===== config.mk =====
export PLATFORM = sky130hd
export DESIGN_NAME = dmem_arbiter
export DESIGN_NICKNAME = d
export VERILOG_FILES = /design/src/rtl/dmem_arbiter.sv
export SDC_FILE = /design/constraint.sdc
export NUM_CORES = 1
export LEC_CHECK = 0
export ABC_AREA = 1
export CORE_UTILIZATION = 40
export CTS_BUF_LIST = sky130_fd_sc_hd__clkbuf_2
export CTS_CLUSTER_SIZE = 30
export DETAILED_ROUTE_END_ITERATION = 7
export PLACE_DENSITY = 0.82
export SLEW_MARGIN = 5
export SYNTH_ARGS = -nofsm -noshare
export SYNTH_HDL_FRONTEND = slang
export SYNTH_SLANG_ARGS = --single-unit

===== constraint.sdc =====
create_clock -name clk -period 4 [get_ports clk]
set_input_delay 0.8 -clock clk [delete_from_list [all_inputs] [get_ports clk]]
set_output_delay 0.8 -clock clk [all_outputs]
set_load 0.01 [all_outputs]

===== src/rtl/dmem_arbiter.sv =====
// dmem_arbiter: shares one single-port synchronous data memory between the
// CPU load/store path and the debug/loader port. Each access runs through a
// three-state FSM (IDLE -> ISSUE -> [RESP] -> IDLE). Grants are round-robin
// unless CPU_PRIO=1, in which case the CPU wins every contention.
// Optional feature macro: DMEM_ARB_LOCK_EN adds dbg_lock, which keeps the
// memory locked to the debug port for loader bursts.
module dmem_arbiter #(
    parameter int DATA_W   = 32,
    parameter int ADDR_W   = 6,
    parameter bit CPU_PRIO = 1'b0
) (
    input  logic              clk,
    input  logic              rst,
    input  logic              cpu_req,
    input  logic              cpu_we,
    input  logic [ADDR_W-1:0] cpu_addr,
    input  logic [DATA_W-1:0] cpu_wdata,
    output logic              cpu_ack,
    output logic              cpu_rvalid,
    output logic [DATA_W-1:0] cpu_rdata,
    input  logic              dbg_req,
    input  logic              dbg_we,
    input  logic [ADDR_W-1:0] dbg_addr,
    input  logic [DATA_W-1:0] dbg_wdata,
`ifdef DMEM_ARB_LOCK_EN
    input  logic              dbg_lock,
`endif
    output logic              dbg_ack,
    output logic              dbg_rvalid,
    output logic [DATA_W-1:0] dbg_rdata,
    output logic              mem_we,
    output logic [ADDR_W-1:0] mem_addr,
    output logic [DATA_W-1:0] mem_wdata,
    input  logic [DATA_W-1:0] mem_rdata,
    output logic              owner,
    output logic              busy
);

    typedef enum logic [1:0] {
        ST_IDLE  = 2'd0,
        ST_ISSUE = 2'd1,
        ST_RESP  = 2'd2
    } state_t;

    state_t            state_r, state_s;
    logic              cpu_cand_s;
    logic              grant_vld_s, grant_dbg_s;

    // Registered outputs and internal state, with their next values.
    logic              cpu_ack_r, cpu_ack_d;
    logic              dbg_ack_r, dbg_ack_d;
    logic              cpu_rvalid_r, cpu_rvalid_d;
    logic              dbg_rvalid_r, dbg_rvalid_d;
    logic [DATA_W-1:0] cpu_rdata_r, cpu_rdata_d;
    logic [DATA_W-1:0] dbg_rdata_r, dbg_rdata_d;
    logic              mem_we_r, mem_we_d;
    logic [ADDR_W-1:0] mem_addr_r, mem_addr_d;
    logic [DATA_W-1:0] mem_wdata_r, mem_wdata_d;
    logic              owner_r, owner_d;
    logic              busy_r, busy_d;
    logic              we_r, we_d;
    logic              last_dbg_r, last_dbg_d;

`ifdef DMEM_ARB_LOCK_EN
    logic              lock_r, lock_d;
    // While locked to debug and dbg_lock is still high, the CPU is not a candidate.
    always_comb begin
        cpu_cand_s = cpu_req & ~(lock_r & dbg_lock);
    end
`else
    // Without the lock feature the CPU is always a candidate when requesting.
    always_comb begin
        cpu_cand_s = cpu_req;
    end
`endif

    // Arbitration: pick the winner among the current requesters.
    always_comb begin
        grant_vld_s = 1'b0;
        grant_dbg_s = 1'b0;
        if (cpu_cand_s && dbg_req) begin
            grant_vld_s = 1'b1;
            if (CPU_PRIO) begin
                grant_dbg_s = 1'b0;
            end else begin
                grant_dbg_s = ~last_dbg_r;
            end
        end else if (cpu_cand_s) begin
            grant_vld_s = 1'b1;
            grant_dbg_s = 1'b0;
        end else if (dbg_req) begin
            grant_vld_s = 1'b1;
            grant_dbg_s = 1'b1;
        end else begin
            grant_vld_s = 1'b0;
            grant_dbg_s = 1'b0;
        end
    end

    // FSM state register.
    always_ff @(posedge clk or negedge rst) begin
        if (!rst) begin
            state_r <= ST_IDLE;
        end else begin
            state_r <= state_s;
        end
    end

    // FSM next-state logic: writes skip RESP, reads take one RESP cycle.
    always_comb begin
        state_s = state_r;
        case (state_r)
            ST_IDLE: begin
                if (grant_vld_s) begin
                    state_s = ST_ISSUE;
                end else begin
                    state_s = ST_IDLE;
                end
            end
            ST_ISSUE: begin
                if (we_r) begin
                    state_s = ST_IDLE;
                end else begin
                    state_s = ST_RESP;
                end
            end
            ST_RESP: state_s = ST_IDLE;
            default: state_s = ST_IDLE;
        endcase
    end

    // FSM output logic: next values for every registered output.
    always_comb begin
        cpu_ack_d    = 1'b0;
        dbg_ack_d    = 1'b0;
        cpu_rvalid_d = 1'b0;
        dbg_rvalid_d = 1'b0;
        cpu_rdata_d  = cpu_rdata_r;
        dbg_rdata_d  = dbg_rdata_r;
        mem_we_d     = 1'b0;
        mem_addr_d   = '0;
        mem_wdata_d  = '0;
        owner_d      = owner_r;
        busy_d       = (state_s != ST_IDLE);
        we_d         = we_r;
        last_dbg_d   = last_dbg_r;
`ifdef DMEM_ARB_LOCK_EN
        lock_d       = lock_r;
`endif
        case (state_r)
            ST_IDLE: begin
                if (grant_vld_s) begin
                    owner_d    = grant_dbg_s;
                    last_dbg_d = grant_dbg_s;
                    cpu_ack_d  = ~grant_dbg_s;
                    dbg_ack_d  = grant_dbg_s;
                    if (grant_dbg_s) begin
                        we_d        = dbg_we;
                        mem_we_d    = dbg_we;
                        mem_addr_d  = dbg_addr;
                        mem_wdata_d = dbg_wdata;
                    end else begin
                        we_d        = cpu_we;
                        mem_we_d    = cpu_we;
                        mem_addr_d  = cpu_addr;
                        mem_wdata_d = cpu_wdata;
                    end
`ifdef DMEM_ARB_LOCK_EN
                    lock_d = grant_dbg_s & dbg_lock;
                end else if (!dbg_lock) begin
                    lock_d = 1'b0;
`endif
                end else begin
                    owner_d = owner_r;
                end
            end
            ST_ISSUE: begin
                // A read keeps the address on the bus through RESP.
                if (!we_r) begin
                    mem_addr_d  = mem_addr_r;
                    mem_wdata_d = mem_wdata_r;
                end else begin
                    mem_addr_d  = '0;
                    mem_wdata_d = '0;
                end
            end
            ST_RESP: begin
                if (owner_r) begin
                    dbg_rdata_d  = mem_rdata;
                    dbg_rvalid_d = 1'b1;
                end else begin
                    cpu_rdata_d  = mem_rdata;
                    cpu_rvalid_d = 1'b1;
                end
            end
            default: mem_we_d = 1'b0;
        endcase
    end

    // Output and datapath registers; reset drops any in-flight access.
    always_ff @(posedge clk or negedge rst) begin
        if (!rst) begin
            cpu_ack_r    <= 1'b0;
            dbg_ack_r    <= 1'b0;
            cpu_rvalid_r <= 1'b0;
            dbg_rvalid_r <= 1'b0;
            cpu_rdata_r  <= '0;
            dbg_rdata_r  <= '0;
            mem_we_r     <= 1'b0;
            mem_addr_r   <= '0;
            mem_wdata_r  <= '0;
            owner_r      <= 1'b0;
            busy_r       <= 1'b0;
            we_r         <= 1'b0;
            last_dbg_r   <= 1'b1;
`ifdef DMEM_ARB_LOCK_EN
            lock_r       <= 1'b0;
`endif
        end else begin
            cpu_ack_r    <= cpu_ack_d;
            dbg_ack_r    <= dbg_ack_d;
            cpu_rvalid_r <= cpu_rvalid_d;
            dbg_rvalid_r <= dbg_rvalid_d;
            cpu_rdata_r  <= cpu_rdata_d;
            dbg_rdata_r  <= dbg_rdata_d;
            mem_we_r     <= mem_we_d;
            mem_addr_r   <= mem_addr_d;
            mem_wdata_r  <= mem_wdata_d;
            owner_r      <= owner_d;
            busy_r       <= busy_d;
            we_r         <= we_d;
            last_dbg_r   <= last_dbg_d;
`ifdef DMEM_ARB_LOCK_EN
            lock_r       <= lock_d;
`endif
        end
    end

    assign cpu_ack    = cpu_ack_r;
    assign dbg_ack    = dbg_ack_r;
    assign cpu_rvalid = cpu_rvalid_r;
    assign dbg_rvalid = dbg_rvalid_r;
    assign cpu_rdata  = cpu_rdata_r;
    assign dbg_rdata  = dbg_rdata_r;
    assign mem_we     = mem_we_r;
    assign mem_addr   = mem_addr_r;
    assign mem_wdata  = mem_wdata_r;
    assign owner      = owner_r;
    assign busy       = busy_r;

endmodule


======== Yosys cells after proc, flatten, opt, wreduce, memory -nomap -nowiden ========
Index checks and enable logic that the tools add are counted.
storage, ports and cells
  latch bits .............................. 0
  register bits after elaboration ......... 113
  logic and storage cells ................. 53
  memories kept ........................... 0
  bits in read-only memories .............. 0
  memory bits (writable) .................. 0
  bits of input ports ..................... 114
  output and inout bits ................... 109
cells by class
  shift-type cells ........................ 0
  $lt $le $gt $ge ......................... 0
  bitwise operators ....................... 3
  divide/modulo/power cells ............... 0
  $add $sub $neg .......................... 0
  multipliers ............................. 0
  reduce and logical (&&, ||, !) cells .... 6
  mux-type cells .......................... 27
  eq/ne operators ......................... 3
operator list
  operator            number
  $mux 32             3
  $pmux 32 s2         1
  $mux 6              3
  $mux 1              17
  $pmux 6 s2          1
  $reduce_and 2->1    3
  $pmux 2 s2          1
  $not 1->1           3
  $eq 2x1->1 const B  1
  $eq 2x2->1 const B  1
  $logic_not 2->1     1
  $mux 2              1
  $ne 2x2->1 const B  1
  $reduce_bool 2->1   1
  $logic_and 1x1->1   1

======== Depth between registers and ports, before layout ========
  depth in word-level cells ............... 6
  gate-level depth with buffers ........... 7
  depth with buffers taken out ............ 6

======== Worst setup path before layout ========
No wires, ideal clock.
  path kind ............................... in2reg
  from .................................... input dbg_req
  to ...................................... register mem_addr_r[0], in the netlist mem_addr[0]
  path buffers ............................ 3
  arrival time ............................ 1.511 ns
  path slack .............................. 2.364 ns
  stages on the path ...................... 7
  library setup time ...................... 0.125 ns
  data required time ...................... 3.875 ns
  path through ............................ buf_4 > inv_1 > nand2_1 > buf_4 > buf_2 > nand4_1 > nand3_1
on the way
  cells in the longest elaborated chain, start to end .. 6
  elaborated cells between the ends (all ways) .. 9
  those cells by class .................... 8 x mux; 1 x reduce/logical
RTL lines
  element                 RTL line  text
  start: declaration      21        input logic dbg_req,
  $mux 1                  91        end else if (dbg_req) begin
  $mux 1                  88        end else if (cpu_cand_s) begin
  $mux 1                  81        if (cpu_cand_s && dbg_req) begin
  $mux 6                  157       if (grant_dbg_s) begin
  $mux 6 (*)              152       if (grant_vld_s) begin
  $pmux 6 s2 (*)          150       case (state_r)
  end signal: assignment  227       mem_addr_r <= mem_addr_d;
  end: declaration        57        logic [ADDR_W-1:0] mem_addr_r, mem_addr_d;
Every way passes the cells marked *; elsewhere a longest branch is shown, timed or not.
A chain may end at the register's enable or synchronous reset.

======== Final worst setup path ========
  from .................................... register owner_r, in the netlist owner
  to ...................................... output owner
RTL lines
  element                   RTL line  text
  start: declaration        59        logic owner_r, owner_d;
  start signal: assignment  229       owner_r <= owner_d;
  end: declaration          35        output logic owner,
No word-level cell between the ends.

==> reports/qor_table.md <==
| Parameter | This run | Unit |
| --- | --- | --- |
| Count of input and output buffers | 222 | - |
| Post-Route WL | 13.1 | mm |
| Setup slack of the most critical reg-to-reg path | 1.86 | ns |
| Global-route wire length before repair | 20.1 | mm |
| Startpoint type of the worst setup path | flop | - |
| CTS tree | built | - |
| Number of global-route vias before repair | 4,174 | - |
| Area after DPL | 6840 | um^2 |
| Setup violations, final | 0 | - |
| Final-stage net count | 818 | - |
| Share of the synthesized area in the top cell type | 61.7 | % |
| Filler Cells Inserted | 879 | - |
| CTS Root Buffer Type | clkbuf_2 | - |
| Worst min-delay path category | in -> async | - |
| Final cycle utilization of the critical path | 60.1 | % |
| Placed Cells | 825 | - |
| Setup skew after layout | 0.0274 | ns |
| Maximum clock path buffer count | 2 | - |
| Setup crit end kind | output port | - |
| Worst rel slew slack | 27.5 | % |
| Cell accounting for the most synthesized area | dfrtp_1 | - |
| Area of all placed cells without fillers | 7040 | um^2 |
| Area of the die | 11,800 | um^2 |
| Average vias per placed instance | 5.07 | - |
| Class of the most critical setup path | reg -> out | - |
| Detailed-route wire length per cell | 15.3 | um |
| Maxcap violations | 0 | - |
| Routability Congestion | 0.852 | - |
| Synthesized instance count | 491 | - |
| Detailed router's first-iteration violation count | 304 | - |
| Start point of the critical path | owner | - |
| Met1 layer wirelength in the final routing | 5.25 | mm |
| TritonRoute pass-1 iters | 7 | - |
| Diodes inserted | 0 | - |
| Crit Reg-Reg Endpoint | cpu_rdata[1] | - |
| # clock sinks | 113 | - |
| Layout overhead on the synthesized area | 55.0 | % |
| Standard-cell row count | 38 | - |
| Power per standard cell area | 739 | nW/um^2 |
| Most frequent cells in the layout | clkdlybuf4s50_1, nand2_1, dfrtp_1, o21ai_0, nand4_1 | - |
| Max frequency | 416 | MHz |
| Share of post-route cells with drive strength above 1 | 6.01 | % |
| Crit path depth | 1 | - |
| DR top layer | met4 | - |
| Last element of the critical path | owner | - |
| Post-CTS clock slew at the launch and capture registers of the worst setup and hold paths | 0.17 | ns |
| Initial antenna violation count | 0 | - |
| Launching point of the worst reg2reg path | state_r[0] | - |
| Hold violation total from the final report | 0 | - |
| Cell at the slowest stage of the critical path | clkdlybuf4s50_1 | - |
| Synthesized area | 4540 | um^2 |
| Final Critical Period | 2.41 | ns |
| Cell types with the largest area share after synthesis | dfrtp_1, nand2_1, o21ai_0 | - |
| Worst vdd ir | 0.398 | mV |
| Final Power | 5.20 | mW |
| Yosys synthesis warning count | 0 | - |
| Number of max-slew violations in the final report | 0 | - |
| Number of cells traversed by the worst register-to-register path | 3 | - |
| Count of different cell masters after synthesis | 15 | - |
| Half-perimeter wire length of the detailed placement result | 9.38 | mm |
| Top fanout value on the critical path | 3 | - |
| Buf/Inv on CP | 1 | - |
| Most common cell after layout, fill and taps aside | clkdlybuf4s50_1 | - |
| Final routed DRC violation total | 0 | - |
| Worst-margin pin slew | 1.09 | ns |
| Post-CTS setup buffer count | 0 | - |
| Data required time of the worst path | 3.20 | ns |
| Starting density of the core | 41.5 | % |
| Remaining antenna violation count | 0 | - |
| Sequential share of the synthesized area | 62.3 | % |
| Number of top-level design ports | 223 | - |
| Leak pwr | 3.30 | nW |
| Combined global-route utilization of all metal layers | 22.4 | % |
| Detail Route met2 WL | 6.28 | mm |
| Worst-skew pair later-pin latency | 0.62 | ns |
| Core area | 10,900 | um^2 |
| Met3 layer wire length in the routed design | 1.46 | mm |
| Status | complete, no violations | - |
| Number of vias in the routed layout | 4,337 | - |
| Unrepaired setup endpoints after global routing | false | - |
| Cell breakdown of the critical path | clkdlybuf4s50_1 | - |
| Cell Count, Final, Fillers Out | 855 | - |
| Pin count of the biggest net entering global routing | 76 | - |
| Syn Nets | 605 | - |
| # resized after CTS | 0 | - |
| Avg Synthesized Cell Area | 9.25 | um^2 |
| Clock buffers created by TritonCTS | 17 | - |
| Horizontal die dimension | 109 | um |
| Largest stage delay on the critical path | 0.59 | ns |
| Worst path top cell family by delay | buffers and inverters | - |
| Setup total negative slack | 0 | ns |
| Number of buffers inserted by hold repair at cts | 0 | - |
| Die height | 109 | um |
| Number of levels in the clock H-tree | 4 | - |
| Crit path DAT | 1.61 | ns |
| Synth Register Bits | 113 | - |
| Grt ovf | 0 | - |
## Yosys cell counts (all sizes together)
cell and instances:
clkbuf 12, inv 43, buf 22, dfstp 1
nand3 41, nand4 45, or2 1, nor2 3
o21ai 65, dfrtp 112, nor3 1, nand2 145
## power by group
part	switching, mW	total, mW	internal [mW]	leakage [nW]
registers	0.348	2.05	1.70	1.42
clock network	0.388	0.669	0.280	0.138
logic	1.19	2.48	1.30	1.75
total	1.92	5.20	3.28	3.30
## kinds of logic after synthesis
group                  Yosys count  share of synthesized area, %
buffers and inverters           77                          7.08
AOI/OAI and AO/OA               65                          7.16
DFF                            113                          62.3
and+or+nand+nor                236                          23.5
## through the flow
| step | util (%) | hold WS [ns] | setup WS, ns |
|---|---|---|---|
| floorplan | - | 0.454 | 2.36 |
| detailed placement | 62.6 | 0.474 | 1.36 |
| global placement | 62.6 | 0.467 | 1.49 |
| global route | 64.4 | 0.293 | 1.44 |
| CTS | 64.4 | 0.268 | 1.51 |
| finish | 64.4 | 0.303 | 1.59 |
## metal layers
layer | track usage [%] | vias to the layer above
met4 | 7.53 | 0
met2 | 37.2 | 265
met1 | 26.8 | 2022
li1 | - | 2039
met3 | 8.44 | 11
met5 | 0 | -
## how the worst min path moves through the flow
| stage | depth (start not counted) | slack (ns) | start | end |
|---|---|---|---|---|
| final | 1 | 0.30 | rst | mem_wdata[1] |
| after global routing | 1 | 0.29 | rst | dbg_rdata[16] |
| after CTS | 1 | 0.27 | rst | cpu_rdata[10] |
| after detailed placement | 2 | 0.47 | dbg_rdata[22] | dbg_rdata[22] |
| after global placement | 2 | 0.47 | cpu_rdata[27] | cpu_rdata[27] |
| after floorplan | 2 | 0.45 | last_dbg_r | last_dbg_r |
## sequential cells by signal, indices dropped and copies added (netlist names)
register,flops
dbg_ack,1
cpu_rdata,32
owner,1
state_r,2
busy,1
dbg_rdata,32
mem_wdata,32
last_dbg_r,1
cpu_ack,1
we_r,1
mem_addr,6
dbg_rvalid,1
cpu_rvalid,1
mem_we,1
## layout make-up
type                            instances  area, um^2  area share, %
Clock buffer                           21         105           1.49
Timing Repair Buffer                  228        2260           32.2
Clock inverter                          9        92.6           1.32
Tap cell                              140         175           2.49
Sequential cell                       113        2830           40.2
Multi-Input combinational cell        301        1410           20.1
Inverter                               43         161           2.29
Note: power is estimated with default switching activity, not from simulation.
